[config.mk]
export PLATFORM = sky130hd
export DESIGN_NAME = sfu_acc_ctrl_flat
export DESIGN_NICKNAME = d
export VERILOG_FILES = /design/src/rtl/sfu_ctrl_pkg.sv /design/src/rtl/sfu_acc_ctrl_if.sv /design/src/rtl/sfu_ctrl_pipe.sv /design/src/rtl/sfu_acc_ctrl.sv /design/src/flat_wrapper.sv
export SDC_FILE = /design/constraint.sdc
export NUM_CORES = 1
export LEC_CHECK = 0
export ABC_CLOCK_PERIOD_IN_PS = 4800
export CORE_UTILIZATION = 56
export DETAILED_ROUTE_END_ITERATION = 8
export HOLD_SLACK_MARGIN = 0.15
export PLACE_DENSITY = 0.91
export SYNTH_ARGS = -nofsm -noshare
export SYNTH_HDL_FRONTEND = slang
export SYNTH_SLANG_ARGS = --single-unit
export TNS_END_PERCENT = 20
[constraint.sdc]
create_clock -name clk -period 4.8 [get_ports clk]
set_clock_uncertainty 0.2 [all_clocks]
set_input_delay 0.48 -clock clk [delete_from_list [all_inputs] [get_ports clk]]
set_output_delay 0.48 -clock clk [all_outputs]
set_load 0.05 [all_outputs]
[src/rtl/sfu_ctrl_pkg.sv]
// Shared types for the SFU accumulate controller: FSM state encoding and
// the per-stage tag carried down the 2-stage control pipeline.
package sfu_ctrl_pkg;

  localparam int ADDR_W = 7;
  localparam int PASS_W = 8;

  typedef enum logic [1:0] {
    ST_IDLE  = 2'd0,
    ST_RUN   = 2'd1,
    ST_DRAIN = 2'd2,
    ST_DONE  = 2'd3
  } fsm_state_t;

  // One row in flight: first = pass 0 (zero base), last = final pass (ReLU out)
  typedef struct packed {
    logic              valid;
    logic [ADDR_W-1:0] row;
    logic              first;
    logic              last;
  } stage_tag_t;

endpackage

[src/rtl/sfu_acc_ctrl_if.sv]
// Control bus of the SFU accumulate controller: job start/config from the
// core controller, OFIFO pop, PMEM read/write strobes, SFU mux controls,
// output-memory write strobe, job status and the FSM state for observation.
//
// Handshake: ofifo_valid is a level meaning "at least one word queued".
// A pop happens in exactly the cycles where ofifo_rd=1, and ofifo_rd is
// only raised while ofifo_valid=1; the popped word is on psum_in one cycle
// later. start is a one-cycle pulse, accepted only while busy=0 and the
// controller is idle; n_out/n_pass are sampled only in that cycle.
interface sfu_acc_ctrl_if
  import sfu_ctrl_pkg::*;
#(
  parameter int addr_w = ADDR_W,
  parameter int pass_w = PASS_W
);
  logic              start;
  logic [addr_w-1:0] n_out;
  logic [pass_w-1:0] n_pass;
  logic              ofifo_valid;
  logic              ofifo_rd;
  logic              pmem_rd_en;
  logic [addr_w-1:0] pmem_rd_addr;
  logic              base_zero;
  logic              sfu_acc;
  logic              pmem_wr_en;
  logic [addr_w-1:0] pmem_wr_addr;
  logic              out_wr_en;
  logic [addr_w-1:0] out_addr;
  logic              busy;
  logic              done;
  fsm_state_t        state;

  modport slave (
    input  start, n_out, n_pass, ofifo_valid,
    output ofifo_rd, pmem_rd_en, pmem_rd_addr, base_zero, sfu_acc,
           pmem_wr_en, pmem_wr_addr, out_wr_en, out_addr, busy, done, state
  );

  modport master (
    output start, n_out, n_pass, ofifo_valid,
    input  ofifo_rd, pmem_rd_en, pmem_rd_addr, base_zero, sfu_acc,
           pmem_wr_en, pmem_wr_addr, out_wr_en, out_addr, busy, done, state
  );
endinterface

[src/rtl/sfu_ctrl_pipe.sv]
// Two-stage tag shift register. Stage 1 lines up with the OFIFO/PMEM data
// cycle and drives the SFU mux controls; stage 2 lines up with the SFU
// sum_out and drives the PMEM and output-memory writes.
module sfu_ctrl_pipe
  import sfu_ctrl_pkg::*;
(
  input  logic              clk,
  input  logic              reset,
  input  stage_tag_t        tag_in,
  output logic              s1_valid,
  output logic              s2_valid,
  output logic              base_zero,
  output logic              sfu_acc,
  output logic              pmem_wr_en,
  output logic [ADDR_W-1:0] pmem_wr_addr,
  output logic              out_wr_en,
  output logic [ADDR_W-1:0] out_addr
);

  stage_tag_t s1, s2;

  // Advance the tags every cycle; reset empties both stages.
  always_ff @(posedge clk) begin
    if (reset) begin
      s1 <= '0;
      s2 <= '0;
    end else begin
      s1 <= tag_in;
      s2 <= s1;
    end
  end

  // Decode stage tags into strobes; reset masks them so nothing in flight
  // reaches the memories while reset is held.
  always_comb begin
    s1_valid     = s1.valid;
    s2_valid     = s2.valid;
    base_zero    = s1.valid & s1.first & ~reset;
    sfu_acc      = ~(s1.valid & s1.last & ~reset);
    pmem_wr_en   = s2.valid & ~reset;
    pmem_wr_addr = s2.row;
    out_wr_en    = s2.valid & s2.last & ~reset;
    out_addr     = s2.row;
  end

endmodule

[src/rtl/sfu_acc_ctrl.sv]
// SFU accumulate/ReLU sequencer. Walks n_out rows for each of n_pass
// accumulation passes: pop a psum, read the running sum (not on pass 0),
// write the new sum back two cycles later, and flag the ReLU result on the
// final pass. A drain between passes keeps a next-pass read from overtaking
// the previous pass's write of the same row.
module sfu_acc_ctrl
  import sfu_ctrl_pkg::*;
#(
  parameter int psum_bw = 16,
  parameter int col     = 8,
  parameter int addr_w  = ADDR_W,
  parameter int pass_w  = PASS_W
)
(
  input  logic           clk,
  input  logic           reset,
  sfu_acc_ctrl_if.slave  io
);

  // Lane geometry belongs to the SFU datapath; this block only sequences it.
  if (psum_bw * col > 0) begin : g_lane_cfg
  end

  fsm_state_t        state, state_nxt;
  logic [addr_w-1:0] cfg_n_out, row;
  logic [pass_w-1:0] cfg_n_pass, pass;
  logic              done_q;
  logic              issue, last_row, last_pass, empty_job, pipe_empty;
  logic              s1_valid, s2_valid;
  stage_tag_t        issue_tag;

  assign issue      = (state == ST_RUN) && io.ofifo_valid && !reset;
  assign last_row   = (row == cfg_n_out - 1'b1);
  assign last_pass  = (pass == cfg_n_pass - 1'b1);
  assign empty_job  = (io.n_out == '0) || (io.n_pass == '0);
  assign pipe_empty = !s1_valid && !s2_valid;

  // State register.
  always_ff @(posedge clk) begin
    if (reset) state <= ST_IDLE;
    else       state <= state_nxt;
  end

  // Next-state logic.
  always_comb begin
    state_nxt = state;
    case (state)
      ST_IDLE:  if (io.start) state_nxt = empty_job ? ST_DONE : ST_RUN;
      ST_RUN:   if (issue && last_row) state_nxt = ST_DRAIN;
      ST_DRAIN: if (pipe_empty) state_nxt = last_pass ? ST_DONE : ST_RUN;
      ST_DONE:  state_nxt = ST_IDLE;
      default:  state_nxt = ST_IDLE;
    endcase
  end

  // Config latch, row/pass counters and the registered done pulse.
  always_ff @(posedge clk) begin
    if (reset) begin
      cfg_n_out  <= '0;
      cfg_n_pass <= '0;
      row        <= '0;
      pass       <= '0;
      done_q     <= 1'b0;
    end else begin
      done_q <= (state == ST_DONE);
      if (state == ST_IDLE && io.start) begin
        cfg_n_out  <= io.n_out;
        cfg_n_pass <= io.n_pass;
        row        <= '0;
        pass       <= '0;
      end else if (issue) begin
        row <= last_row ? '0 : row + 1'b1;
      end else if (state == ST_DRAIN && pipe_empty && !last_pass) begin
        pass <= pass + 1'b1;
      end
    end
  end

  // Stage-0 tag for the row being issued this cycle.
  always_comb begin
    issue_tag       = '0;
    issue_tag.valid = issue;
    issue_tag.row   = row;
    issue_tag.first = (pass == '0);
    issue_tag.last  = last_pass;
  end

  // Stage-0 strobes and job status.
  always_comb begin
    io.ofifo_rd     = issue;
    io.pmem_rd_en   = issue && (pass != '0);
    io.pmem_rd_addr = row;
    io.busy         = (state == ST_RUN) || (state == ST_DRAIN);
    io.done         = done_q;
    io.state        = state;
  end

  sfu_ctrl_pipe u_pipe (
    .clk          (clk),
    .reset        (reset),
    .tag_in       (issue_tag),
    .s1_valid     (s1_valid),
    .s2_valid     (s2_valid),
    .base_zero    (io.base_zero),
    .sfu_acc      (io.sfu_acc),
    .pmem_wr_en   (io.pmem_wr_en),
    .pmem_wr_addr (io.pmem_wr_addr),
    .out_wr_en    (io.out_wr_en),
    .out_addr     (io.out_addr)
  );

endmodule

[src/flat_wrapper.sv]
// flat-port wrapper written by rule: the top's interface ports become plain ports
module sfu_acc_ctrl_flat import sfu_ctrl_pkg::*;
#(
  parameter int psum_bw = 16,
  parameter int col     = 8,
  parameter int addr_w  = ADDR_W,
  parameter int pass_w  = PASS_W
)
  (clk, reset, io_start, io_n_out, io_n_pass, io_ofifo_valid, io_ofifo_rd, io_pmem_rd_en, io_pmem_rd_addr, io_base_zero, io_sfu_acc, io_pmem_wr_en, io_pmem_wr_addr, io_out_wr_en, io_out_addr, io_busy, io_done, io_state);
  sfu_acc_ctrl_if #(.addr_w(addr_w), .pass_w(pass_w)) io_i ();
  input  logic clk;
  input  logic reset;
  input wire logic [$bits(io_i.start)-1:0] io_start;
  input wire logic [$bits(io_i.n_out)-1:0] io_n_out;
  input wire logic [$bits(io_i.n_pass)-1:0] io_n_pass;
  input wire logic [$bits(io_i.ofifo_valid)-1:0] io_ofifo_valid;
  output wire logic [$bits(io_i.ofifo_rd)-1:0] io_ofifo_rd;
  output wire logic [$bits(io_i.pmem_rd_en)-1:0] io_pmem_rd_en;
  output wire logic [$bits(io_i.pmem_rd_addr)-1:0] io_pmem_rd_addr;
  output wire logic [$bits(io_i.base_zero)-1:0] io_base_zero;
  output wire logic [$bits(io_i.sfu_acc)-1:0] io_sfu_acc;
  output wire logic [$bits(io_i.pmem_wr_en)-1:0] io_pmem_wr_en;
  output wire logic [$bits(io_i.pmem_wr_addr)-1:0] io_pmem_wr_addr;
  output wire logic [$bits(io_i.out_wr_en)-1:0] io_out_wr_en;
  output wire logic [$bits(io_i.out_addr)-1:0] io_out_addr;
  output wire logic [$bits(io_i.busy)-1:0] io_busy;
  output wire logic [$bits(io_i.done)-1:0] io_done;
  output wire logic [$bits(io_i.state)-1:0] io_state;
  assign io_i.start = io_start;
  assign io_i.n_out = io_n_out;
  assign io_i.n_pass = io_n_pass;
  assign io_i.ofifo_valid = io_ofifo_valid;
  assign io_ofifo_rd = io_i.ofifo_rd;
  assign io_pmem_rd_en = io_i.pmem_rd_en;
  assign io_pmem_rd_addr = io_i.pmem_rd_addr;
  assign io_base_zero = io_i.base_zero;
  assign io_sfu_acc = io_i.sfu_acc;
  assign io_pmem_wr_en = io_i.pmem_wr_en;
  assign io_pmem_wr_addr = io_i.pmem_wr_addr;
  assign io_out_wr_en = io_i.out_wr_en;
  assign io_out_addr = io_i.out_addr;
  assign io_busy = io_i.busy;
  assign io_done = io_i.done;
  assign io_state = io_i.state;
  sfu_acc_ctrl #(.psum_bw(psum_bw), .col(col), .addr_w(addr_w), .pass_w(pass_w)) u_core (.clk(clk), .reset(reset), .io(io_i));
endmodule
==> results of run 1 <==
## final timing paths
path | to | startpoint | slack [ps]
worst max-delay path | io_ofifo_rd | reset | 1470
worst max register to register | u_core.io.state[1]$_SDFFE_PP0P_ | u_core.cfg_n_out[0]$_SDFFE_PP0P_ | 2280
worst min-delay path | u_core.u_pipe.out_addr[2]$_SDFF_PP0_ | u_core.u_pipe.s1[4]$_SDFF_PP0_ | 240
worst min register to register | u_core.u_pipe.out_addr[2]$_SDFF_PP0_ | u_core.u_pipe.s1[4]$_SDFF_PP0_ | 240
## routing by layer
layer	part of all wire	routed length (um)
met5	0	0
met4	0.020	101
met3	0.065	338
met2	0.47	2420
met1	0.45	2300
## layout make-up
type | instances | share of cell area
Timing Repair Buffer | 50 | 0.158
Inverter | 11 | 0.0131
Sequential cell | 52 | 0.330
Multi-Input combinational cell | 213 | 0.448
Tap cell | 52 | 0.0206
Clock inverter | 3 | 0.00872
Clock buffer | 5 | 0.0218
## stage by stage
step / hold slack [ps] / std cells / cell area (sq um)
6_report: 243 / 386 / 3160
5_1_grt: 268 / 386 / 3160
4_1_cts: 248 / 386 / 3160
3_5_place_dp: 225 / 378 / 3060
3_3_place_gp: 219 / 378 / 3060
2_1_floorplan: 214 / 311 / 2720
## logic make-up after synthesis
kind of cell	count (synthesis)
fa+ha+maj	10
simple gates	127
xor+xnor	24
buf+inv	46
compound gates	49
flops	52
mux	3
## state kept, by name, indices dropped and copies added (netlist names), 2 cells and up
signal                  flops
u_core.u_pipe.out_addr      7
u_core.cfg_n_out            7
u_core.u_pipe.s1            9
u_core.cfg_n_pass           8
u_core.io.state             2
u_core.io.pmem_rd_addr      7
u_core.pass                 8
## Yosys cell counts (all sizes together) (2+ instances only)
cell type / number
nand2: 38
nand3: 11
and3b: 2
o31ai: 3
o21ai: 9
inv: 11
xnor2: 16
nor4b: 4
nor2b: 21
o211ai: 4
nand2b: 2
and4: 2
and2: 4
a31oi: 2
nand3b: 3
nor2: 17
nor4: 4
clkbuf: 10
or4: 3
xor2: 7
buf: 25
dfxtp: 52
ha: 10
or3: 3
nor3: 6
a21oi: 23
and3: 4
mux2: 2
## power breakdown
group,internal [uW],switching (uW)
Sequential,468,43.4
Combinational,195,285
Clock,107,154
Total,770,483
## critical path: stages
cell	delay, ps
clkdlybuf4s50_1	400
buf_4	250
nand3b_2	360
inv_1	270
clkdlybuf4s50_1	880
==> reports/metrics.yaml, run 1 <==
synth_cell_type_count: 56
cp.required_ps: 4120
cts_htree_levels: 2
start_util: 0.603
ff_latch_area_sq_um: 1040
syn_nets: 340
row_count: 24
p_total_uw: 1250
dr.first_iter.drc_count: 115
nFillCells: 367
via_per_inst: 5.51
layout-drive-gt1-share: 0.0629
clock-sinks: 52
synth-compound-area-share: 0.120
clock_latency_ps: 310
layout_common_cells: "dfxtp_1, clkdlybuf4s50_1, nand2_1"
criticalPathCategory: "primary input to primary output"
cts_tree: "yes"
wl_um: 5160
path_clk_slew_ps: 100
area_growth_syn_to_layout_pct: 16.2
status: "finished clean"
min_path_type: "flop to flop"
crit_path_start_kind: "primary input"
die_w_um: 71.6
ys.warnings.count: 0
rsz0062_at_grt: "false"
layout_commonest_cell: "dfxtp_1"
crit_fanout: 41
synthTopCellsByArea: "dfxtp_1, buf_4, nand2_1, xnor2_1, nor2b_1"
ir_worst_vdd_mv: 0.185
synthAdderAreaFrac: 0.0461
hold_depth: 1
synth_edf_count: 0
ant_nets: 0
routed-via-count: 2127
tightest_slew_ps: 527
synth_top_family_by_area: "simple AND/OR/NAND/NOR gates"
wire_per_inst_um: 13.4
period_minus_slack_ps: 3330
reg2reg_depth: 9
port_buffers: 49
final_core_util: 0.701
yosysSeqAreaShare: 0.383
p_leak_uw: 0.00116
synth.area.mux_share: 0.0120
fin_tns_setup_ps: 0
multiInputGateArea_sq_um: 1420
antennaDiodeCount: 0
setup_viol_count_final: 0
grt_pass1_wl_um: 8510
slew_headroom: 0.647
slew_violations: 0
grt_pass1_vias: 1956
use_met1: 0.259
grt_overflow: 0
syn_area_per_cell_sq_um: 8.73
synthSimpleGateAreaFrac: 0.260
synth-seq-cells: 52
drc: 0
p_per_area_nw_per_um2: 397
synth-xor-area-share: 0.0825
yosysTopAreaCellShare: 0.383
yosys.area.top_type: "dfxtp_1"
layout_setup_ws_ps: 1470
coreArea_sq_um: 4500
io_pins: 50
postCtsSetupRepairBufs: 0
gp_congestion: 0.813
arrival_ps: 2650
async_flop_share: 0
ctsHoldBuffers: 0
max_cap_violations: 0
gr-usage-met3: 0.0281
die_h_um: 71.6
clock_path_buffers: 2
numCtsBuffers: 5
synthFlopType: "dfxtp_1"
nets: 362
hold_violations: 0
end_kind: "primary output"
use_met2: 0.374
die_area_sq_um: 5130
dp_slack_ps: 1470
busiest_layer: "met2"
drtPass1Iterations: 4
root_buffer: "clkbuf_8"
track_usage: 0.212
finalCritPeriodShare: 0.694
grt_max_degree: 42
synth_area_sq_um: 2720
hpwl_um: 3960
fmax_mhz: 300
syn-instance-count: 311
ctsResizeCount: 0
antenna_found_initial: 0
Power figures use the tool's default switching activity.
==> run 2, diff against run 1 <==
--- a/config.mk
+++ b/config.mk
@@ -5,11 +5,11 @@
 export SDC_FILE = /design/constraint.sdc
 export NUM_CORES = 1
 export LEC_CHECK = 0
-export ABC_CLOCK_PERIOD_IN_PS = 4800
-export CORE_UTILIZATION = 56
+export ABC_CLOCK_PERIOD_IN_PS = 2990
+export CORE_UTILIZATION = 47
 export DETAILED_ROUTE_END_ITERATION = 8
 export HOLD_SLACK_MARGIN = 0.15
-export PLACE_DENSITY = 0.91
+export PLACE_DENSITY = 0.82
 export SYNTH_ARGS = -nofsm -noshare
 export SYNTH_HDL_FRONTEND = slang
 export SYNTH_SLANG_ARGS = --single-unit
==> constraint.sdc (replaced) <==
create_clock -name clk -period 2.99 [get_ports clk]
set_clock_uncertainty 0.2 [all_clocks]
set_input_delay 0.299 -clock clk [delete_from_list [all_inputs] [get_ports clk]]
set_output_delay 0.299 -clock clk [all_outputs]
set_load 0.05 [all_outputs]
==> run 2 against run 1 <==
Against the previous run:
- combinational power is 64% higher
- wire length decreased by 0.66%
- final cell count is 5.4% higher
- highest routed layer unchanged
- sequential share of layout area down 1.1 points
==> reports/metrics.yaml, run 2 (synthesized netlist as in run 1, its figures left out) <==
status: "finished clean"
reg2reg_depth: 9  # unchanged
cts_htree_levels: 2  # unchanged
p_int_uw: 1330  # +73%
arrival_ps: 2540  # -110 ps
slew_violations: 0  # unchanged
fmax_mhz: 395
p_per_area_nw_per_um2: 644  # +62%
numCtsBuffers: 5  # unchanged
grt_max_degree: 41  # -2.4%
whs_endpoint: "u_core.u_pipe.out_addr[4]$_SDFF_PP0_"
setup_viol_count_final: 0  # unchanged
largest_register_ffs: 9  # unchanged
die_h_um: 78.0  # +8.9%
hold_depth: 1  # unchanged
drtPass1Iterations: 4  # unchanged
cp.required_ps: 2990  # -1130 ps
max_cap_violations: 0  # unchanged
min_path_type: "flop to flop"
p_leak_uw: 0.00120  # +3.7%
seq_power_share: 0.390  # -0.018
finalCritPeriodShare: 0.847
criticalPathCategory: "flop to flop"
routed-via-count: 2098  # -1.4%
rsz0062_at_grt: "false"
tightest_slew_ps: 529  # +1.88 ps
clock_latency_ps: 310  # about the same
cp_num_buf_inv: 1  # -3
p_clk_frac: 0.237  # +0.028
dr.first_iter.drc_count: 54  # -53%
slowest_delay_ps: 410  # -470 ps
antennaDiodeCount: 0  # unchanged
pwr-share-comb: 0.373  # -0.010
use_met1: 0.225  # -0.0342
track_usage: 0.180  # -0.0321
coreArea_sq_um: 5540  # +23%
drc: 0  # unchanged
path_clk_slew_ps: 100  # about the same
clock_path_buffers: 2  # unchanged
gr-usage-met3: 0.0360  # +0.00792
reg_top3: "u_core.u_pipe.s1 x9, u_core.cfg_n_pass x8, u_core.pass x8"
postCtsSetupRepairBufs: 0  # unchanged
ant_nets: 0  # unchanged
timing.rr.end: "u_core.io.state[1]$_SDFFE_PP0P_"
nFillCells: 508  # +38%
grt_pass1_vias: 2021  # +3.3%
cts_tree: "yes"
die_w_um: 78.0  # +8.9%
slowest_stage: "dfxtp_1"
start_util: 0.490  # -0.113
crit_chain: "inv_1 -> ha_1 -> xnor3_1 -> and3_1 -> o21ai_1 -> o211a_1 -> o31ai_4 -> nand3_2 -> mux2_1"
area_growth_syn_to_layout_pct: 20.3
r2r_setup_slack_ps: 460  # -1820 ps
grt_overflow: 0  # unchanged
whs_ps: 249  # +6.34 ps
top_register: "u_core.u_pipe.s1"
period_minus_slack_ps: 2530
final_core_util: 0.590  # -0.111
port_buffers: 49  # unchanged
nets: 363  # +0.28%
root_buffer: "clkbuf_8"
antenna_found_initial: 0  # unchanged
wire_per_inst_um: 12.6  # -5.8%
crit_path_start_kind: "flop"
swShare: 0.369  # -0.0167
p_sw_uw: 777  # +61%
grt_pass1_wl_um: 8780  # +3.2%
io_pins: 50  # unchanged
fin_tns_setup_ps: 0  # unchanged
cp_top_family: "compound AO/OA/AOI/OAI gates"
via_per_inst: 5.15  # -6.5%
dp_slack_ps: 467  # -1000 ps
use_met2: 0.310  # -0.0645
row_count: 27  # +13%
end_kind: "flop"
r2r-start: "u_core.cfg_n_out[0]$_SDFFE_PP0P_"
layout_common_cells: "dfxtp_1, clkdlybuf4s50_1, nand2_1"
wl_um: 5130  # -0.66%
hold_start: "u_core.u_pipe.s1[6]$_SDFF_PP0_"
layout-drive-gt1-share: 0.0836  # +0.0207
clock-sinks: 52  # unchanged
die_area_sq_um: 6090  # +19%
ir_worst_vdd_mv: 0.404  # +120%
layout_commonest_cell: "dfxtp_1"
hpwl_um: 3910  # -1.3%
busiest_layer: "met2"
crit_fanout: 7  # -83%
hold_violations: 0  # unchanged
ctsHoldBuffers: 0  # unchanged
layout_setup_ws_ps: 459  # -1010 ps
slew_headroom: 0.647  # about the same
crit_cells: 9  # +4
gp_congestion: 0.788  # -3.1%
ctsResizeCount: 0  # unchanged
run 2: cell types whose count changed in the layout (fill, tap and decap cells not counted), sizes merged:
cell / previous run / this run
bufinv: 0 / 1
clkinv: 1 / 0
buf: 1 / 8
clkdlybuf4s50: 49 / 43
run 2: cell type report:
cell class	count	area, sq um	area share
Clock inverter	3	46.3	0.0142
Inverter	11	41.3	0.0126
Timing Repair Buffer	51	566	0.173
Multi-Input combinational cell	213	1420	0.433
Clock buffer	5	68.8	0.0211
Sequential cell	52	1040	0.319
Tap cell	72	90.1	0.0276
run 2: worst max-delay path by stage:
| stage | from | to | slack [ps] |
|---|---|---|---|
| 2_1_floorplan | u_core.io.state[1]$_SDFFE_PP0P_ | u_core.pass[4]$_SDFFE_PP0P_ | 120 |
| 3_3_place_gp | reset | u_core.pass[3]$_SDFFE_PP0P_ | 550 |
| 3_5_place_dp | reset | u_core.pass[3]$_SDFFE_PP0P_ | 470 |
| 4_1_cts | u_core.pass[0]$_SDFFE_PP0P_ | io_pmem_rd_en | 440 |
| 5_1_grt | u_core.io.state[1]$_SDFFE_PP0P_ | u_core.pass[6]$_SDFFE_PP0P_ | 290 |
| 6_report | u_core.cfg_n_out[0]$_SDFFE_PP0P_ | u_core.io.state[1]$_SDFFE_PP0P_ | 460 |
run 2: per-stage QoR:
stage,instances,power [uW],area [sq um]
global route,407,2220,3270
CTS,407,2110,3270
floorplan,311,1430,2720
global placement,399,1590,3150
detailed placement,399,1620,3150
finish,407,2110,3270
run 2: power by group through the flow:
stage	Sequential, uW	Clock [uW]	Combinational [uW]
floorplan	864	0	568
global placement	833	0	760
detailed placement	838	0	781
CTS	821	506	786
global route	833	531	857
finish	822	498	786
run 2: metal layers:
metal	part of all wire	vias up	wire [um]
met1	0.48	957	2470
li1	-	1076	-
met4	0.014	0	70
met5	0	-	0
met2	0.46	59	2380
met3	0.041	6	210
